--- src/rtl/mvmul_pkg.sv ---
`default_nettype none
// ============================================================================
//  Module      : mvmul_pkg
//  Description : Shared types and constants for the mvmul compute slice:
//                FSM state encoding, default geometry, base-address helpers
//                and phase lengths.
//  Revision    : 1.0 - initial release
// ============================================================================
package mvmul_pkg;

    // Default geometry of the kernel and of its scratch RAM.
    localparam int c_N_DEFAULT      = 3;
    localparam int c_WIDTH_DEFAULT  = 32;
    localparam int c_AWIDTH_DEFAULT = 5;

    // Fixed phase lengths. DRAIN lets the last product reach the
    // accumulator; FLUSH covers the RAM's write delay stage plus the array
    // write of the final result.
    localparam int c_DRAIN_CYCLES = 2;
    localparam int c_FLUSH_CYCLES = 2;

    typedef enum logic [2:0] {
        ST_IDLE  = 3'd0,
        ST_ISSUE = 3'd1,
        ST_DRAIN = 3'd2,
        ST_WRITE = 3'd3,
        ST_FLUSH = 3'd4,
        ST_DONE  = 3'd5
    } mvmul_state_e;

    // Default memory map: A row-major at 0, x right after A, y right after x.
    function automatic int mvmul_x_base(input int n);
        return n * n;
    endfunction

    function automatic int mvmul_y_base(input int n);
        return n * n + n;
    endfunction

endpackage : mvmul_pkg
`default_nettype wire

--- src/rtl/mvmul_if.sv ---
`default_nettype none
// ============================================================================
//  Module      : mvmul_if
//  Description : Bundle between the mvmul kernel and the 2R/1W scratch RAM.
//                master = kernel, slave = RAM.
//  Signals     : raddr_0/rdata_0 - A element read port (1-cycle latency)
//                raddr_1/rdata_1 - x element read port (1-cycle latency)
//                waddr_0/wdata_0/wen_0 - y write port
//                valid - all results committed (sticky until reset)
//  Revision    : 1.0 - initial release
// ============================================================================
interface mvmul_if
    import mvmul_pkg::*;
#(
    parameter int WIDTH  = c_WIDTH_DEFAULT,
    parameter int AWIDTH = c_AWIDTH_DEFAULT
);

    logic [AWIDTH-1:0] raddr_0;
    logic [WIDTH-1:0]  rdata_0;
    logic [AWIDTH-1:0] raddr_1;
    logic [WIDTH-1:0]  rdata_1;
    logic [AWIDTH-1:0] waddr_0;
    logic [WIDTH-1:0]  wdata_0;
    logic              wen_0;
    logic              valid;

    modport master (
        output raddr_0, raddr_1, waddr_0, wdata_0, wen_0, valid,
        input  rdata_0, rdata_1
    );

    modport slave (
        input  raddr_0, raddr_1, waddr_0, wdata_0, wen_0, valid,
        output rdata_0, rdata_1
    );

endinterface : mvmul_if
`default_nettype wire

--- src/rtl/mvmul_mac.sv ---
`default_nettype none
// ============================================================================
//  Module      : mvmul_mac
//  Description : Registered unsigned multiply-accumulate. i_clr has priority
//                over i_en. Without MVMUL_CORE_SAT_EN the product is
//                truncated and the sum wraps mod 2^WIDTH; with
//                MVMUL_CORE_SAT_EN both saturate at 2^WIDTH-1.
//  Ports       : clk, rst (sync, active-low)
//                i_clr - clear accumulator
//                i_en  - accumulate i_a*i_b
//                i_a, i_b - operands
//                o_acc - accumulator value
//  Macro       : MVMUL_CORE_SAT_EN
//  Revision    : 1.0 - initial release
// ============================================================================
module mvmul_mac #(
    parameter int WIDTH = 32
) (
    input  wire logic             clk,
    input  wire logic             rst,
    input  wire logic             i_clr,
    input  wire logic             i_en,
    input  wire logic [WIDTH-1:0] i_a,
    input  wire logic [WIDTH-1:0] i_b,
    output logic      [WIDTH-1:0] o_acc
);

    logic [WIDTH-1:0] acc_q;
    logic [WIDTH-1:0] acc_d;
    logic [WIDTH-1:0] w_prod;
    logic [WIDTH-1:0] w_acc_next;

`ifdef MVMUL_CORE_SAT_EN
    logic [2*WIDTH-1:0] w_prod_full;
    logic [WIDTH:0]     w_sum;

    assign w_prod_full = {{WIDTH{1'b0}}, i_a} * {{WIDTH{1'b0}}, i_b};
    assign w_prod      = (|w_prod_full[2*WIDTH-1:WIDTH]) ? '1 : w_prod_full[WIDTH-1:0];
    assign w_sum       = {1'b0, acc_q} + {1'b0, w_prod};
    // Once at the ceiling, any further non-negative term keeps it there.
    assign w_acc_next  = w_sum[WIDTH] ? '1 : w_sum[WIDTH-1:0];
`else
    assign w_prod      = i_a * i_b;
    assign w_acc_next  = acc_q + w_prod;
`endif

    always_comb begin
        acc_d = acc_q;
        if (i_clr) begin
            acc_d = '0;
        end else if (i_en) begin
            acc_d = w_acc_next;
        end
    end

    always_ff @(posedge clk) begin
        if (!rst) begin
            acc_q <= '0;
        end else begin
            acc_q <= acc_d;
        end
    end

    assign o_acc = acc_q;

endmodule : mvmul_mac
`default_nettype wire

--- src/rtl/mvmul_core.sv ---
`default_nettype none
// ============================================================================
//  Module      : mvmul_core
//  Description : y = A*x kernel over a 2R/1W scratch RAM. Streams each row
//                of A together with x through the read ports, accumulates
//                in mvmul_mac, writes one result per row and raises a sticky
//                valid once the last result has been committed by the RAM.
//  Ports       : clk            - clock, rising edge
//                rst            - synchronous, active-low reset
//                bus (master)   - raddr_0/rdata_0 (A), raddr_1/rdata_1 (x),
//                                 waddr_0/wdata_0/wen_0 (y), valid
//  Macro       : MVMUL_CORE_SAT_EN - saturating product/accumulate in the MAC
//  Revision    : 1.0 - initial release
// ============================================================================
module mvmul_core
    import mvmul_pkg::*;
#(
    parameter int N      = c_N_DEFAULT,
    parameter int WIDTH  = c_WIDTH_DEFAULT,
    parameter int AWIDTH = c_AWIDTH_DEFAULT,
    parameter int A_BASE = 0,
    parameter int X_BASE = mvmul_x_base(N),
    parameter int Y_BASE = mvmul_y_base(N)
) (
    input  wire logic clk,
    input  wire logic rst,
    mvmul_if.master   bus
);

    // One counter serves ISSUE columns, DRAIN and FLUSH cycles.
    localparam int c_CNT_MAX = (N > c_DRAIN_CYCLES) ? N : c_DRAIN_CYCLES;
    localparam int CW        = (c_CNT_MAX > 1) ? $clog2(c_CNT_MAX) : 1;
    localparam int RW        = (N > 1) ? $clog2(N) : 1;

    generate
        if (Y_BASE + N > (1 << AWIDTH)) begin : g_cfg_check
            $error("mvmul_core: result vector does not fit the RAM address space");
        end
    endgenerate

    mvmul_state_e      state_q,   state_d;
    logic [RW-1:0]     row_q,     row_d;
    logic [CW-1:0]     cnt_q,     cnt_d;
    logic [AWIDTH-1:0] raddr_0_q, raddr_0_d;
    logic [AWIDTH-1:0] raddr_1_q, raddr_1_d;
    logic [AWIDTH-1:0] waddr_q,   waddr_d;
    logic [WIDTH-1:0]  wdata_q,   wdata_d;
    logic              wen_q,     wen_d;
    logic              valid_q,   valid_d;
    // High in the cycle the RAM returns data for an address issued in ISSUE,
    // i.e. the accumulate window.
    logic              rd_vld_q,  rd_vld_d;

    logic [WIDTH-1:0]  w_acc;
    logic              w_mac_clr;

    function automatic logic [AWIDTH-1:0] a_addr(input logic [RW-1:0] r,
                                                 input logic [CW-1:0] c);
        return AWIDTH'(A_BASE + int'(r) * N + int'(c));
    endfunction

    function automatic logic [AWIDTH-1:0] x_addr(input logic [CW-1:0] c);
        return AWIDTH'(X_BASE + int'(c));
    endfunction

    always_comb begin
        state_d   = state_q;
        row_d     = row_q;
        cnt_d     = cnt_q;
        raddr_0_d = raddr_0_q;
        raddr_1_d = raddr_1_q;
        waddr_d   = waddr_q;
        wdata_d   = wdata_q;
        wen_d     = 1'b0;
        valid_d   = valid_q;
        rd_vld_d  = (state_q == ST_ISSUE);

        unique case (state_q)
            ST_IDLE: begin
                // Leaving IDLE registers column 0 of row 0.
                state_d   = ST_ISSUE;
                row_d     = '0;
                cnt_d     = '0;
                raddr_0_d = a_addr('0, '0);
                raddr_1_d = x_addr('0);
            end
            ST_ISSUE: begin
                if (cnt_q == CW'(N - 1)) begin
                    state_d = ST_DRAIN;
                    cnt_d   = '0;
                end else begin
                    cnt_d     = cnt_q + 1'b1;
                    raddr_0_d = a_addr(row_q, cnt_q + 1'b1);
                    raddr_1_d = x_addr(cnt_q + 1'b1);
                end
            end
            ST_DRAIN: begin
                if (cnt_q == CW'(c_DRAIN_CYCLES - 1)) begin
                    // The last product landed on the previous edge.
                    state_d = ST_WRITE;
                    cnt_d   = '0;
                    wen_d   = 1'b1;
                    waddr_d = AWIDTH'(Y_BASE + int'(row_q));
                    wdata_d = w_acc;
                end else begin
                    cnt_d = cnt_q + 1'b1;
                end
            end
            ST_WRITE: begin
                cnt_d = '0;
                if (row_q == RW'(N - 1)) begin
                    state_d = ST_FLUSH;
                end else begin
                    state_d   = ST_ISSUE;
                    row_d     = row_q + 1'b1;
                    raddr_0_d = a_addr(row_q + 1'b1, '0);
                    raddr_1_d = x_addr('0);
                end
            end
            ST_FLUSH: begin
                // valid goes up on the edge the RAM commits the last result,
                // which is the start of the final FLUSH cycle.
                if (cnt_q == CW'(c_FLUSH_CYCLES - 2)) begin
                    valid_d = 1'b1;
                end
                if (cnt_q == CW'(c_FLUSH_CYCLES - 1)) begin
                    state_d = ST_DONE;
                    cnt_d   = '0;
                end else begin
                    cnt_d = cnt_q + 1'b1;
                end
            end
            ST_DONE: begin
                valid_d = 1'b1;
            end
            default: begin
                state_d = ST_IDLE;
            end
        endcase
    end

    always_ff @(posedge clk) begin
        if (!rst) begin
            state_q   <= ST_IDLE;
            row_q     <= '0;
            cnt_q     <= '0;
            raddr_0_q <= '0;
            raddr_1_q <= '0;
            waddr_q   <= '0;
            wdata_q   <= '0;
            wen_q     <= 1'b0;
            valid_q   <= 1'b0;
            rd_vld_q  <= 1'b0;
        end else begin
            state_q   <= state_d;
            row_q     <= row_d;
            cnt_q     <= cnt_d;
            raddr_0_q <= raddr_0_d;
            raddr_1_q <= raddr_1_d;
            waddr_q   <= waddr_d;
            wdata_q   <= wdata_d;
            wen_q     <= wen_d;
            valid_q   <= valid_d;
            rd_vld_q  <= rd_vld_d;
        end
    end

    // Clearing on the edge that leaves WRITE (or IDLE) starts each row from
    // zero before its first product arrives two edges later.
    assign w_mac_clr = (state_q == ST_IDLE) || (state_q == ST_WRITE);

    mvmul_mac #(
        .WIDTH (WIDTH)
    ) u_mac (
        .clk   (clk),
        .rst   (rst),
        .i_clr (w_mac_clr),
        .i_en  (rd_vld_q),
        .i_a   (bus.rdata_0),
        .i_b   (bus.rdata_1),
        .o_acc (w_acc)
    );

    assign bus.raddr_0 = raddr_0_q;
    assign bus.raddr_1 = raddr_1_q;
    assign bus.waddr_0 = waddr_q;
    assign bus.wdata_0 = wdata_q;
    assign bus.wen_0   = wen_q;
    assign bus.valid   = valid_q;

endmodule : mvmul_core
`default_nettype wire

--- src/flat_wrapper.sv ---
// flat-port wrapper written by rule: the top's interface ports become plain ports
module mvmul_core_flat import mvmul_pkg::*;
#(
    parameter int N      = c_N_DEFAULT,
    parameter int WIDTH  = c_WIDTH_DEFAULT,
    parameter int AWIDTH = c_AWIDTH_DEFAULT,
    parameter int A_BASE = 0,
    parameter int X_BASE = mvmul_x_base(N),
    parameter int Y_BASE = mvmul_y_base(N)
)
  (clk, rst, bus_raddr_0, bus_raddr_1, bus_waddr_0, bus_wdata_0, bus_wen_0, bus_valid, bus_rdata_0, bus_rdata_1);
  mvmul_if #(.WIDTH(WIDTH), .AWIDTH(AWIDTH)) bus_i ();
  input  wire logic clk;
  input  wire logic rst;
  output wire logic [$bits(bus_i.raddr_0)-1:0] bus_raddr_0;
  output wire logic [$bits(bus_i.raddr_1)-1:0] bus_raddr_1;
  output wire logic [$bits(bus_i.waddr_0)-1:0] bus_waddr_0;
  output wire logic [$bits(bus_i.wdata_0)-1:0] bus_wdata_0;
  output wire logic [$bits(bus_i.wen_0)-1:0] bus_wen_0;
  output wire logic [$bits(bus_i.valid)-1:0] bus_valid;
  input wire logic [$bits(bus_i.rdata_0)-1:0] bus_rdata_0;
  input wire logic [$bits(bus_i.rdata_1)-1:0] bus_rdata_1;
  assign bus_raddr_0 = bus_i.raddr_0;
  assign bus_raddr_1 = bus_i.raddr_1;
  assign bus_waddr_0 = bus_i.waddr_0;
  assign bus_wdata_0 = bus_i.wdata_0;
  assign bus_wen_0 = bus_i.wen_0;
  assign bus_valid = bus_i.valid;
  assign bus_i.rdata_0 = bus_rdata_0;
  assign bus_i.rdata_1 = bus_rdata_1;
  mvmul_core #(.N(N), .WIDTH(WIDTH), .AWIDTH(AWIDTH), .A_BASE(A_BASE), .X_BASE(X_BASE), .Y_BASE(Y_BASE)) u_core (.clk(clk), .rst(rst), .bus(bus_i));
endmodule
--- config.mk ---
export PLATFORM = sky130hd
export DESIGN_NAME = mvmul_core_flat
export DESIGN_NICKNAME = d
export VERILOG_FILES = /design/src/rtl/mvmul_pkg.sv /design/src/rtl/mvmul_if.sv /design/src/rtl/mvmul_mac.sv /design/src/rtl/mvmul_core.sv /design/src/flat_wrapper.sv
export SDC_FILE = /design/constraint.sdc
export NUM_CORES = 1
export LEC_CHECK = 0
export ABC_AREA = 1
export CORE_ASPECT_RATIO = 0.8
export CORE_MARGIN = 4
export CORE_UTILIZATION = 46
export DETAILED_ROUTE_END_ITERATION = 8
export DONT_BUFFER_PORTS = 1
export GPL_TIMING_DRIVEN = 0
export PLACE_DENSITY_LB_ADDON = 0.25
export SLEW_MARGIN = 20
export SYNTH_ARGS = -nofsm -noshare
export SYNTH_HDL_FRONTEND = slang
export SYNTH_SLANG_ARGS = --single-unit
--- constraint.sdc ---
create_clock -name clk -period 11.69 [get_ports clk]
set_input_delay 2.338 -clock clk [delete_from_list [all_inputs] [get_ports clk]]
set_output_delay 2.338 -clock clk [all_outputs]
set_load 0.05 [all_outputs]
==> flow_summary.ini <==
[critical_path]
cp_slowest_cell = buf_1
start_kind = input port
cp_data_required_time_ps = 11890
r2r_start = u_core.u_mac.o_acc[21]$_SDFFE_PP0P_
r2r_setup_slack_ps = 4950
critPathMaxFanout = 10
reg2reg_depth = 22
r2r-end = u_core.u_mac.o_acc[22]$_SDFFE_PP0P_
critical_path_class = input port to flop
max_stage_delay_ps = 660
cp_num_buf_inv = 10
cp_top_family = adder cells
endpoint_kind = flop
arrival_ps = 9830

[grt]
overflow = 0
grt_pass1_vias = 17500
grt_pass1_wl_um = 100000
antenna_found_initial = 0
grt_start_max_net_pins = 15
track_usage_pct = 26.8

[timing]
setup_violations = 0
report.final.slew_viol_count = 0
fin_tns_setup_ps = 0
timing.final.ws_setup_ps = 2050
skew_ps = 8.69
tightest_slew_ps = 1020
whs_ps = 469
maxClockFrequency_mhz = 104
period_needed_ps = 9640
slew_headroom_pct = 32.2
period_share_pct = 82.4
hold_viol = 0
rsz0062_at_grt = false

[detailed_routing]
drt_wl_total_um = 64500
detail_route.wl_per_cell_um = 18.5
vias_per_cell = 5.00
drt_iter0_markers = 1417
num_vias = 17400
drc = 0
ant_nets = 0
drt-pass1-iter-count = 5

[cts]
cts_tree = done
ctsResizeCount = 0
cts_root_buffer = clkbuf_16
cts_made_buffers = 9
clkTransAtPathRegs_ps = 60
cts_hold_buffers = 0
cts.sinks = 86
postCtsSetupBuffers = 0
clock_latency_ps = 340
htreeDepth = 3
clock_path_buffers = 2

[placement]
portBuffers = 0
hpwl_um = 56600
preCtsSetupSlack_ps = 1850
gp_congestion = 0.959

[synthesis]
synth_top_area_share_pct = 41.5
yosys_warnings = 0
async_flop_share_pct = 0
ys_seq_elements = 86
synth_edf_count = 0
yosysMostFrequentCell = inv_1
synth_seq_area_share_pct = 8.13
synthTopCellsByCount = inv_1, nand2_1, fa_1
avgSynthCellArea_um2 = 7.44
yosysTopAreaCell = fa_1
ys_types = 43
syn_inst = 2848
syn_area_um2 = 21200
synthFlopType = dfxtp_1
synth.area.top_cells = fa_1, inv_1, nand2_1

[run]
drv_cap = 0

[final_layout]
drive_above_1_share_pct = 2.97
syn2layout_area_growth_pct = 5.03
fin_nets = 3499
postLayoutCoreUtil_pct = 48.8

[floorplanning]
rows = 70
dieArea_um2 = 49600
start_util_pct = 46.4
pin_count = 115
die_x_um = 248
core-area_um2 = 45600
die_height_um = 200

[hold_path]
min_from = u_core.u_mac.o_acc[5]$_SDFFE_PP0P_
min_to = u_core.u_mac.o_acc[5]$_SDFFE_PP0P_
hold-path-cell-count = 2
holdCritPathClass = flop to flop

[outcome]
outcome = complete, no violations
==> state kept, by name, summed over array words and instances (netlist names), 2 cells and up <==
signal and count:
u_core.bus.wdata_0 32, u_core.u_mac.o_acc 32, u_core.bus.raddr_0 5, u_core.bus.raddr_1 4, u_core.bus.waddr_0 3, u_core.state_q 3
u_core.cnt_q 2, u_core.row_q 2
==> worst min-delay path, delay by kind of cell (launching register included) <==
kind	cells	cell delay, ps
simple gates	1	60
flops	1	310
compound gates	1	50
==> layout make-up <==
cell class / count / area, µm²
multi-input combinational: 1726 / 15500
tap: 612 / 766
antenna: 1 / 2.50
inverter: 909 / 3410
sequential: 86 / 1720
buffer: 128 / 553
clock buffer: 11 / 233
fill: 4561 / 23400
clock inverter: 5 / 60.1
==> cell usage in the layout (no fill, tap or decap), types with 3 or more instances in the layout <==
cell type,count
a21o_1,4
a21oi_1,97
a21oi_2,5
a31oi_1,3
buf_1,12
buf_2,22
buf_4,12
clkbuf_1,84
clkbuf_16,9
dfxtp_1,86
fa_1,439
ha_1,134
inv_1,897
inv_2,10
nand2_1,735
nand2_2,6
nand3_1,57
nand3_2,3
nand3b_1,7
nand4_1,4
nor2_1,83
nor2_2,3
nor3_1,5
o21a_1,5
o21ai_0,68
o21ai_1,7
o21ai_2,5
o21bai_1,3
or2_2,3
xnor2_1,9
xor2_1,25
==> cells by family (layout without fill, tap and decap cells) <==
kind of cell / count (synthesis) / count (layout) / share of synthesized area, %
DFF: 86 / 86 / 8.13
adders and majority gates: 573 / 573 / 49.4
xor gates and xnor gates: 34 / 34 / 1.41
other: 1 / 3 / 0.0177
and+or+nand+nor: 909 / 909 / 16.9
buffers and inverters: 1037 / 1053 / 18.7
AOI/OAI and AO/OA: 208 / 208 / 5.42
==> layer usage <==
metal  up-vias  part of all wire (%)  GRT usage [%]
met3        79                    11           7.55
met5         -                     0              0
met2       689                    42           39.9
met4         0                   2.4           5.35
met1      8621                    44           39.3
li1       8015                     -              -
==> worst max path at each step <==
stage | startpoint | endpoint | cells after the start
after floorplan | bus_rdata_1[2] | u_core.u_mac.o_acc[26]$_SDFFE_PP0P_ | 28
after global placement | bus_rdata_0[12] | u_core.u_mac.o_acc[30]$_SDFFE_PP0P_ | 27
after detailed placement | bus_rdata_1[2] | u_core.u_mac.o_acc[26]$_SDFFE_PP0P_ | 28
after CTS | bus_rdata_1[2] | u_core.u_mac.o_acc[26]$_SDFFE_PP0P_ | 28
after global routing | bus_rdata_1[2] | u_core.u_mac.o_acc[26]$_SDFFE_PP0P_ | 28
final | bus_rdata_0[12] | u_core.u_mac.o_acc[30]$_SDFFE_PP0P_ | 26
==> stage by stage <==
stage / std cells / instance area, µm²
6_report: 3478 / 22200
5_1_grt: 3477 / 22200
4_1_cts: 3477 / 22200
3_5_place_dp: 3461 / 22000
3_3_place_gp: 3461 / 22000
2_1_floorplan: 2849 / 21200
Power is not shown: default switching activity piles up to over one toggle a cycle in this logic, so the estimate is an artifact.
